**src/rtl/display_scan_mux_pkg.sv**
```systemverilog
// Shared types and constants for the seven-segment display scan blocks.
package display_scan_mux_pkg;

  typedef enum logic [1:0] {
    DEAD_T = 2'd0,
    ONES   = 2'd1,
    DEAD_O = 2'd2,
    TENS   = 2'd3
  } scan_state_t;

  localparam logic [1:0] AN_OFF    = 2'b00;
  localparam logic [1:0] AN_ONES   = 2'b01;
  localparam logic [1:0] AN_TENS   = 2'b10;
  localparam logic [6:0] SEG_BLANK = 7'b0;

  // Phase counter width: must hold the longest phase, and never collapse to 0 bits.
  function automatic int cnt_width(input int digit_cycles, input int dead_cycles);
    int m;
    m = (digit_cycles > dead_cycles) ? digit_cycles : dead_cycles;
    if (m < 2) m = 2;
    return $clog2(m);
  endfunction

endpackage

```
**src/rtl/display_scan_mux_timer.sv**
```systemverilog
// Phase counter for the display scan: counts 0..last, flags terminal count, wraps to 0.
// tc is combinational from the count; clr zeroes the count on the next edge.
module display_scan_timer #(
  parameter int W = 2
) (
  input  logic         clk,
  input  logic         rst,
  input  logic         clr,
  input  logic [W-1:0] last,
  output logic         tc
);

  logic [W-1:0] cnt;

  assign tc = (cnt == last);

  always_ff @(posedge clk or posedge rst) begin
    if (rst) begin
      cnt <= '0;
    end else if (clr || tc) begin
      cnt <= '0;
    end else begin
      cnt <= cnt + 1'b1;
    end
  end

endmodule

```
**src/rtl/display_scan_mux.sv**
```systemverilog
// Two-digit seven-segment scan driver with dead-time blanking and per-digit snapshot.
// Outputs decode registered state only; en low blanks on the next edge.
module display_scan_mux
  import display_scan_mux_pkg::*;
#(
  parameter int DIGIT_CYCLES = 50000,
  parameter int DEAD_CYCLES  = 500
) (
  input  logic       clk,
  input  logic       rst,
  input  logic       en,
  input  logic [6:0] seg_tens,
  input  logic [6:0] seg_ones,
  output logic [6:0] seg,
  output logic [1:0] an,
  output logic       frame
);

  localparam int         W         = cnt_width(DIGIT_CYCLES, DEAD_CYCLES);
  localparam logic [W-1:0] DIG_LAST  = W'(DIGIT_CYCLES - 1);
  localparam logic [W-1:0] DEAD_LAST = W'((DEAD_CYCLES > 0) ? DEAD_CYCLES - 1 : 0);
  localparam bit         NO_DEAD   = (DEAD_CYCLES == 0);

  scan_state_t  state;
  scan_state_t  nxt;
  logic [6:0]   snap;
  logic [W-1:0] last;
  logic         tc;

  assign last = (state == ONES || state == TENS) ? DIG_LAST : DEAD_LAST;

  display_scan_timer #(.W(W)) u_timer (
    .clk  (clk),
    .rst  (rst),
    .clr  (!en),
    .last (last),
    .tc   (tc)
  );

  // With no dead time, DEAD_T is only ever seen as the one-cycle post-reset state.
  always_comb begin
    nxt = state;
    case (state)
      DEAD_T:  nxt = ONES;
      ONES:    nxt = NO_DEAD ? TENS : DEAD_O;
      DEAD_O:  nxt = TENS;
      TENS:    nxt = NO_DEAD ? ONES : DEAD_T;
      default: nxt = DEAD_T;
    endcase
  end

  always_ff @(posedge clk or posedge rst) begin
    if (rst) begin
      state <= DEAD_T;
      snap  <= SEG_BLANK;
      frame <= 1'b0;
    end else if (!en) begin
      state <= DEAD_T;
      snap  <= SEG_BLANK;
      frame <= 1'b0;
    end else begin
      frame <= tc && (state == TENS);
      if (tc) begin
        state <= nxt;
        if (nxt == ONES) begin
          snap <= seg_ones;
        end else if (nxt == TENS) begin
          snap <= seg_tens;
        end
      end
    end
  end

  always_comb begin
    an  = AN_OFF;
    seg = SEG_BLANK;
    case (state)
      ONES: begin
        an  = AN_ONES;
        seg = snap;
      end
      TENS: begin
        an  = AN_TENS;
        seg = snap;
      end
      default: begin
        an  = AN_OFF;
        seg = SEG_BLANK;
      end
    endcase
  end

endmodule
```
**config.mk**
```make
export PLATFORM = sky130hd
export DESIGN_NAME = display_scan_mux
export DESIGN_NICKNAME = d
export VERILOG_FILES = /design/src/rtl/display_scan_mux_pkg.sv /design/src/rtl/display_scan_mux_timer.sv /design/src/rtl/display_scan_mux.sv
export SDC_FILE = /design/constraint.sdc
export NUM_CORES = 1
export LEC_CHECK = 0
export ABC_AREA = 1
export CELL_PAD_IN_SITES_DETAIL_PLACEMENT = 2
export CELL_PAD_IN_SITES_GLOBAL_PLACEMENT = 2
export CORE_MARGIN = 2
export CORE_UTILIZATION = 33
export DETAILED_ROUTE_END_ITERATION = 10
export PLACE_DENSITY_LB_ADDON = 0.2
export REMOVE_ABC_BUFFERS = 1
export SLEW_MARGIN = 20
export SYNTH_ARGS = -nofsm -noshare
export SYNTH_HDL_FRONTEND = slang
export SYNTH_SLANG_ARGS = --single-unit
```
**constraint.sdc**
```tcl
create_clock -name clk -period 2.6 [get_ports clk]
set_input_delay 0.26 -clock clk [delete_from_list [all_inputs] [get_ports clk]]
set_output_delay 0.26 -clock clk [all_outputs]
set_load 0.05 [all_outputs]
```
---- Word-level counts from Yosys, hierarchy flattened ----
Cells that the tools add are included.
cells by class
  $add $sub $neg .......................... 1
  eq/ne operators ......................... 8
  mux-type cells .......................... 12
  reductions and logical operators ........ 7
operator list
  cell                   count
  $mux 7                 5
  $mux 16                2
  $add 16x1->16 const B  1
  $eq 16x16->1           1
  $pmux 2 s4             1
  $eq 2x2->1 const B     3
  $eq 2x1->1 const B     2
  $mux 2                 2
  $pmux 2 s2             1
  $ne 3x1->1 const B     1
  $logic_not 2->1        1
  $logic_or 1x1->1       2
  $ne 2x1->1 const B     1
  $reduce_and 2->1       1
  $reduce_or 2->1        1
  $logic_and 1x1->1      1
  $logic_not 1->1        1
  $mux 1                 1
word-level totals
  register bits ........................... 26
  input port bits ......................... 17
  output and inout bits ................... 10
  word-level logic and storage cells ...... 32

---- Logic depth before layout (Yosys ltp) ----
Gate-level depths: netlist of run 1.
  depth after elaboration ................. 7
  gate-level depth with buffers ........... 11
  gate-level depth less buffers ........... 9

---- By module ----
From an unflattened synthesis of run 1, not the netlist that was laid out.
unflattened totals
  cell total of the unflattened synthesis .. 274
  area, all modules ....................... 1,789.2 um2
by module, submodules not included
  module              times used  cells each  area an instance (um2)  sequential area each (um2)
  display_scan_timer  1           181         1,128.6                 400.4
  display_scan_mux    1           93          660.6                   250.2

---- Worst setup path after synthesis of run 1 ----
No wires, ideal clock.
  path kind ............................... reg-to-output
  from .................................... register state[0]
  to ...................................... output seg[0]
  arrival time ............................ 1.751 ns
  required time ........................... 2.340 ns
  slack ................................... 0.589 ns
  cell stages (with the launch flop) ...... 4
  buffers on the path ..................... 0
  cell sequence ........................... dfrtp_1 -> ha_1 -> nor2_1 -> nor2_1
between the ends
  word-level cells in the longest chain between the ends .. 3
  elaborated cells on any way between the ends .. 4
  classes of those cells .................. eq/ne: 2; mux: 1; reduce/logical: 1
RTL lines
  item                                             RTL line                text
  from (decl)                                      display_scan_mux.sv:24  scan_state_t state;
  from (signal assigned)                           display_scan_mux.sv:64  state <= nxt;
  $eq 2x1->1 / $eq 2x2->1 (equally long branches)  display_scan_mux.sv:77  case (state)
  $reduce_or 2->1 (no line) *                      n/a
  $mux 7 *                                         display_scan_mux.sv:77
  to (decl)                                        display_scan_mux.sv:14  output logic [6:0] seg,
Mark *: on every way between the ends. The rest lies on a longest branch, timed or not.

---- Final worst setup path of run 1 ----
  from .................................... register state[0]
  to ...................................... output seg[1]
Same word-level chain as after synthesis.

==> metrics.csv, run 1 <==
stage;metric;value;unit
outcome;status;finished clean;
setup_path;WS Path Type;reg2out;
final_layout;# nets final;259;
final_layout;most common cell after layout, fill and taps aside;nand2_1;
setup_path;WP data required;2340;ps
setup_path;slowest CP cell;clkdlybuf4s50_1;
final_layout;n_diodes;0;
synthesis;top cell type by total area after synthesis;dfrtp_1;
drt;post-DR vias/cell;4.86;
drt;Total Wirelength;4.84;mm
final_layout;share of layout cells above drive strength 1;17.9;%
synthesis;sequential-to-total area share from yosys stat;38.8;%
drt;vias post-DR;1469;
floorplan;Die Wd;75.3;um
clocking;CTS Buffer Depth;2;
timing;Worst-Margin Slew;521;ps
grt;antenna violations before repair;0;
grt;GR Util All Layers;19.0;%
pwr;switching pwr;0.000174;W
timing;Slew HR;65.2;%
synthesis;Distinct cells, synth;32;
pwr;Int Power;0.000577;W
grt;vias in the first global route;1703;
clocking;Sink Count;26;
pwr;part of the power in the clock network;36.7;%
clocking;Post-CTS Setup Inserts;0;
setup_path;worst path cell trace;ha_1 > nor2_2 > nor2_1 > clkdlybuf4s50_1;
timing;Worst Clk Skew;5.95;ps
synthesis;Post-synth ARST share;100;%
placed_design;gpl congestion;0.764;
grt;gr ovfl total;0;
setup_path;CP Max Fanout;10;
timing;RSZ-0062 raised after global routing;false;
clocking;worst-skew pair later-pin latency;280;ps
setup_path;startpoint types;flip-flop;
synthesis;syn avg cell area;7.98;um2
drt;drt pass-1 iters;4;
grt;first-pass GRT wire length;8.10;mm
setup_path;R2R Path Start;state[0]$_DFFE_PP0P_;
pwr;VDD IR-drop max;0.000182;V
job;max-cap viol count;0;
timing;final setup vio count;0;
pwr;leakage;0.903;nW
timing;Max Slew Vio Count;0;
setup_path;RR Endpoint;snap[5]$_DFFE_PP0P_;
final_layout;Core Util, Final;42.4;%
grt;pin count of the biggest net entering global routing;27;
floorplan;core box area;4820;um2
synthesis;Post-Syn Area;1680;um2
drt;first-iteration detailed-routing DRC count;37;
drt;DRC viols;0;
synthesis;area share of the largest cell type after synthesis;38.8;%
setup_path;Crit. End Element;output pin;
timing;period utilization;94.3;%
synthesis;Post-synth top flop;dfrtp_1;
pwr;part of the power in combinational logic;8.5;%
setup_path;critical path's largest stage delay;830;ps
floorplan;row count;25;
timing;setup TNS;0;ps
clocking;number of H-tree levels;1;
placed_design;# port buffers;26;
clocking;CTS root buf;clkbuf_8;
pwr;power density cells;368;nW/um2
pwr;Flop pwr share;54.8;%
final_layout;P&R area growth vs syn;21.7;%
floorplan;Starting Density;34.8;%
synthesis;Syn Inst Count;210;
clocking;Post-CTS Hold Fix Bufs;0;
clocking;CTS buffer count;3;
timing;maximum clock frequency;0.408;GHz
pwr;Net Sw Frac;23.2;%
setup_path;crit path DAT;2190;ps
synthesis;synth warn;0;
floorplan;I/O pin count;27;
clocking;post_cts resized;2;
worst_hold_path;Hold Crit Class;in2async;
clocking;clk slew on worst S/H paths;100;ps
timing;final hold vios;0;
final_layout;commonest cells after routing, fill and taps aside;43 x nand2_1, 27 x nor2_1, 26 x dfrtp_1, 25 x clkdlybuf4s50_1, 23 x inv_1;
setup_path;Register-to-Register Path Depth;6;
synthesis;Synth Register Bits;26;
setup_path;r2r setup slk;450;ps
drt;Routed wire per std cell;16.0;um
drt;post-route ant nets;0;
timing;post-layout minimum cycle time;2450;ps
placed_design;dpl hpwl;3.84;mm
synthesis;number of synthesized flops with an enable pin;0;
floorplan;Chip Height;75.3;um
clocking;CTS tree;built;
synthesis;top cells by area, synth;dfrtp_1 39%, nand2_1 9.6%, nor2_1 6.3%;
floorplan;die area;5670;um2
through the flow:
step           hold WS (ps)  area (um2)  cells  setup slack, ps  power [W]
6_report                358        2040    302              149   0.000751
2_1_floorplan           300        1630    203              448   0.000445
3_5_place_dp            477        1980    298              257   0.000485
5_1_grt                 380        2040    302             38.5   0.000793
4_1_cts                 369        2040    302              109   0.000765
3_3_place_gp            450        1980    298              424   0.000481
state kept, by name, indices dropped and copies added, names as in the netlist:
signal	count
u_timer.cnt	16
snap	7
state	2
frame	1
power groups by stage:
stage	Combinational (W)	Clock, W	Sequential (W)
after CTS	0.0000658	0.000288	0.000412
after floorplan	0.0000266	0	0.000419
after detailed placement	0.0000651	0	0.000420
after global placement	0.0000620	0	0.000419
after global routing	0.0000705	0.000310	0.000413
final	0.0000636	0.000276	0.000412
final cells by class:
cell class              instances  area [um2]
clock buffers                   4        55.1
inverters                      27         104
flip-flops and latches         26         651
repair buffers                 28         274
well taps                      67        83.8
fillers                       602        2780
multi-input cells             150         873
Yosys cell counts (2+ instances only):
library cell	number
ha_1	6
inv_2	2
xor2_1	6
nor3_1	4
o21ai_2	3
xnor2_1	3
buf_2	2
nand4_1	9
inv_1	23
nand2_2	4
nand2_1	43
a21oi_1	2
dfrtp_1	26
nand3_1	14
mux2_2	7
nor2_1	28
nor2_2	11
nor2_4	3
kinds of logic after synthesis:
logic type	Yosys count	share of synthesized area, %
compound gates	6	2.46
xor+xnor	9	4.70
fa+ha+maj	6	4.48
buf+inv	34	9.25
flops	26	38.8
mux	7	4.70
simple gates	122	35.6
worst max-delay path by stage:
| stage | startpoint | to | slack (ps) |
|---|---|---|---|
| after floorplan | state[0]$_DFFE_PP0P_ | seg[0] | 450 |
| after global placement | state[0]$_DFFE_PP0P_ | seg[3] | 420 |
| after detailed placement | state[0]$_DFFE_PP0P_ | seg[4] | 260 |
| after CTS | state[0]$_DFFE_PP0P_ | seg[1] | 110 |
| after global routing | state[0]$_DFFE_PP0P_ | seg[6] | 40 |
| final | state[0]$_DFFE_PP0P_ | seg[1] | 150 |
routing by layer:
metal / track usage, % / wire length (um) / vias up
li1: - / - / 706
met1: 21.1 / 1940 / 745
met2: 37.7 / 2740 / 14
met3: 2.54 / 115 / 4
met4: 4.68 / 44 / 0
met5: 0 / 0 / -
worst max-delay path: cells and delay by family, from the launching register on:
family / cells / cell delay, ps
buffers and inverters: 1 / 830
DFF: 1 / 570
adders and majority gates: 1 / 280
and+or+nand+nor: 2 / 220
Note: power is estimated with default switching activity, not from simulation.
==> run 2: changes to the inputs <==
--- a/config.mk
+++ b/config.mk
@@ -17,3 +17,4 @@
 export SYNTH_ARGS = -nofsm -noshare
 export SYNTH_HDL_FRONTEND = slang
 export SYNTH_SLANG_ARGS = --single-unit
+export TNS_END_PERCENT = 100
==> results of run 2 <==
Final layout, timing and power as in run 1 (identical DEF).
==> run 3: changes to the inputs <==
--- a/config.mk
+++ b/config.mk
@@ -9,7 +9,7 @@
 export CELL_PAD_IN_SITES_DETAIL_PLACEMENT = 2
 export CELL_PAD_IN_SITES_GLOBAL_PLACEMENT = 2
 export CORE_MARGIN = 2
-export CORE_UTILIZATION = 33
+export CORE_UTILIZATION = 30
 export DETAILED_ROUTE_END_ITERATION = 10
 export PLACE_DENSITY_LB_ADDON = 0.2
 export REMOVE_ABC_BUFFERS = 1
==> metrics.csv, run 3 (synthesis results as in run 1) <==
stage;metric;value;unit
pwr;Flop pwr share;58.2;%
placed_design;# port buffers;26;
grt;pin count of the biggest net entering global routing;27;
clocking;Post-CTS Hold Fix Bufs;0;
timing;maximum clock frequency;0.415;GHz
final_layout;share of layout cells above drive strength 1;17.4;%
setup_path;crit path DAT;2150;ps
setup_path;critical path's largest stage delay;800;ps
pwr;switching pwr;0.000162;W
drt;first-iteration detailed-routing DRC count;21;
worst_hold_path;Hold Crit Class;in2async;
clocking;worst-skew pair later-pin latency;270;ps
clocking;post_cts resized;0;
clocking;number of H-tree levels;1;
drt;Routed wire per std cell;14.3;um
drt;post-DR vias/cell;4.65;
final_layout;n_diodes;0;
pwr;part of the power in combinational logic;8.9;%
timing;post-layout minimum cycle time;2410;ps
final_layout;fill cell count;638;
floorplan;die area;6200;um2
pwr;leakage;1.01;nW
timing;final setup vio count;0;
clocking;CTS Buffer Depth;2;
final_layout;Top Registers;u_timer.cnt (16), snap (7), state (2);
pwr;VDD IR-drop max;0.000186;V
setup_path;worst path cell trace;ha_1 > nor2_1 > buf_4 > nor2_1 > clkdlybuf4s50_1;
setup_path;CP Max Fanout;10;
grt;first-pass GRT wire length;7.52;mm
final_layout;P&R area growth vs syn;22.5;%
clocking;Post-CTS Setup Inserts;0;
drt;Total Wirelength;4.40;mm
grt;antenna violations before repair;0;
floorplan;Die Wd;78.8;um
setup_path;Crit. End Element;output pin;
setup_path;WS Path Type;reg2out;
drt;post-route ant nets;0;
clocking;CTS buffer count;3;
timing;final hold vios;0;
floorplan;core box area;5440;um2
setup_path;Register-to-Register Path Depth;6;
placed_design;gpl congestion;0.739;
pwr;Int Power;0.000545;W
timing;Worst Clk Skew;6.71;ps
drt;drt pass-1 iters;4;
timing;Worst-Margin Slew;523;ps
setup_path;startpoint types;flip-flop;
clocking;CTS tree;built;
grt;vias in the first global route;1605;
clocking;Sink Count;26;
pwr;Net Sw Frac;22.9;%
drt;vias post-DR;1429;
timing;period utilization;92.7;%
placed_design;placed insts;304;
drt;DRC viols;0;
clocking;clk slew on worst S/H paths;90;ps
grt;gr ovfl total;0;
placed_design;dpl hpwl;3.35;mm
final_layout;most common cell after layout, fill and taps aside;nand2_1;
timing;Max Slew Vio Count;0;
pwr;Final Power;0.000707;W
clocking;CTS root buf;clkbuf_8;
floorplan;Chip Height;78.8;um
placed_design;Post-DP Area;2000;um2
timing;Hold Slack;354;ps
final_layout;# nets final;260;
floorplan;row count;27;
pwr;part of the power in the clock network;32.8;%
grt;GR Util All Layers;15.4;%
timing;Slew HR;65.0;%
floorplan;I/O pin count;27;
final_layout;cell area after layout;2050;um2
final_layout;Most flops, register;u_timer.cnt;
setup_path;WP data required;2340;ps
outcome;status;finished clean;
final_layout;commonest cells after routing, fill and taps aside;43 x nand2_1, 28 x nor2_1, 26 x dfrtp_1, 23 x inv_1, 20 x clkdlybuf4s50_1;
pwr;power density cells;344;nW/um2
job;max-cap viol count;0;
final_layout;number of flip-flops under the largest register name;16;
setup_path;slowest CP cell;clkdlybuf4s50_1;
setup_path;CP dominant cell by count;nor2_1;
floorplan;Starting Density;30.8;%
final_layout;post-route insts no fill;307;
timing;RSZ-0062 raised after global routing;false;
timing;setup TNS;0;ps
-- run 3: final timing paths --
path | end | startpoint | slack, ps
max reg2reg | snap[4]$_DFFE_PP0P_ | state[0]$_DFFE_PP0P_ | 530
max | seg[1] | state[0]$_DFFE_PP0P_ | 190
min in group clk | u_timer.cnt[0]$_DFF_PP0_ | u_timer.cnt[0]$_DFF_PP0_ | 480
min | snap[6]$_DFFE_PP0P_ | rst | 350
min reg2reg | u_timer.cnt[0]$_DFF_PP0_ | u_timer.cnt[0]$_DFF_PP0_ | 480
max in group asynchronous | u_timer.cnt[7]$_DFF_PP0_ | rst | 1970
-- run 3: power by group through the flow --
stage / registers [W] / clock network (W) / logic, W
final: 0.000412 / 0.000232 / 0.0000632
after global routing: 0.000413 / 0.000261 / 0.0000702
after CTS: 0.000412 / 0.000248 / 0.0000654
after detailed placement: 0.000420 / 0 / 0.0000650
after global placement: 0.000420 / 0 / 0.0000639
after floorplan: 0.000419 / 0 / 0.0000266
-- run 3: layout make-up --
class,count,area (um2),share of cell area [%]
multi-input cells,150,871,42.4
flip-flops and latches,26,651,31.7
repair buffers,29,298,14.5
inverters,27,104,5.05
well taps,72,90.1,4.38
clock buffers,3,41.3,2.01
-- run 3: critical path: cells and delay by family (launching register included) --
| family | cells | cell delay [ps] |
|---|---|---|
| fa+ha+maj | 1 | 250 |
| buf+inv | 2 | 960 |
| flops | 1 | 530 |
| simple gates | 2 | 140 |
-- run 3: through the flow --
stage,util [%],setup slack (ps)
2_1_floorplan,-,448
3_3_place_gp,36.7,517
3_5_place_dp,36.7,408
4_1_cts,37.5,92.1
5_1_grt,37.8,18.5
6_report,37.8,189
-- run 3: layer usage --
layer	GRT usage (%)	wire, um	part of all wire [%]	vias up
met5	0	0	0	-
met4	2.63	36	0.82	0
met3	2.39	128	2.9	4
met2	28.1	2150	49	24
met1	19.4	2080	47	693
li1	-	-	-	708
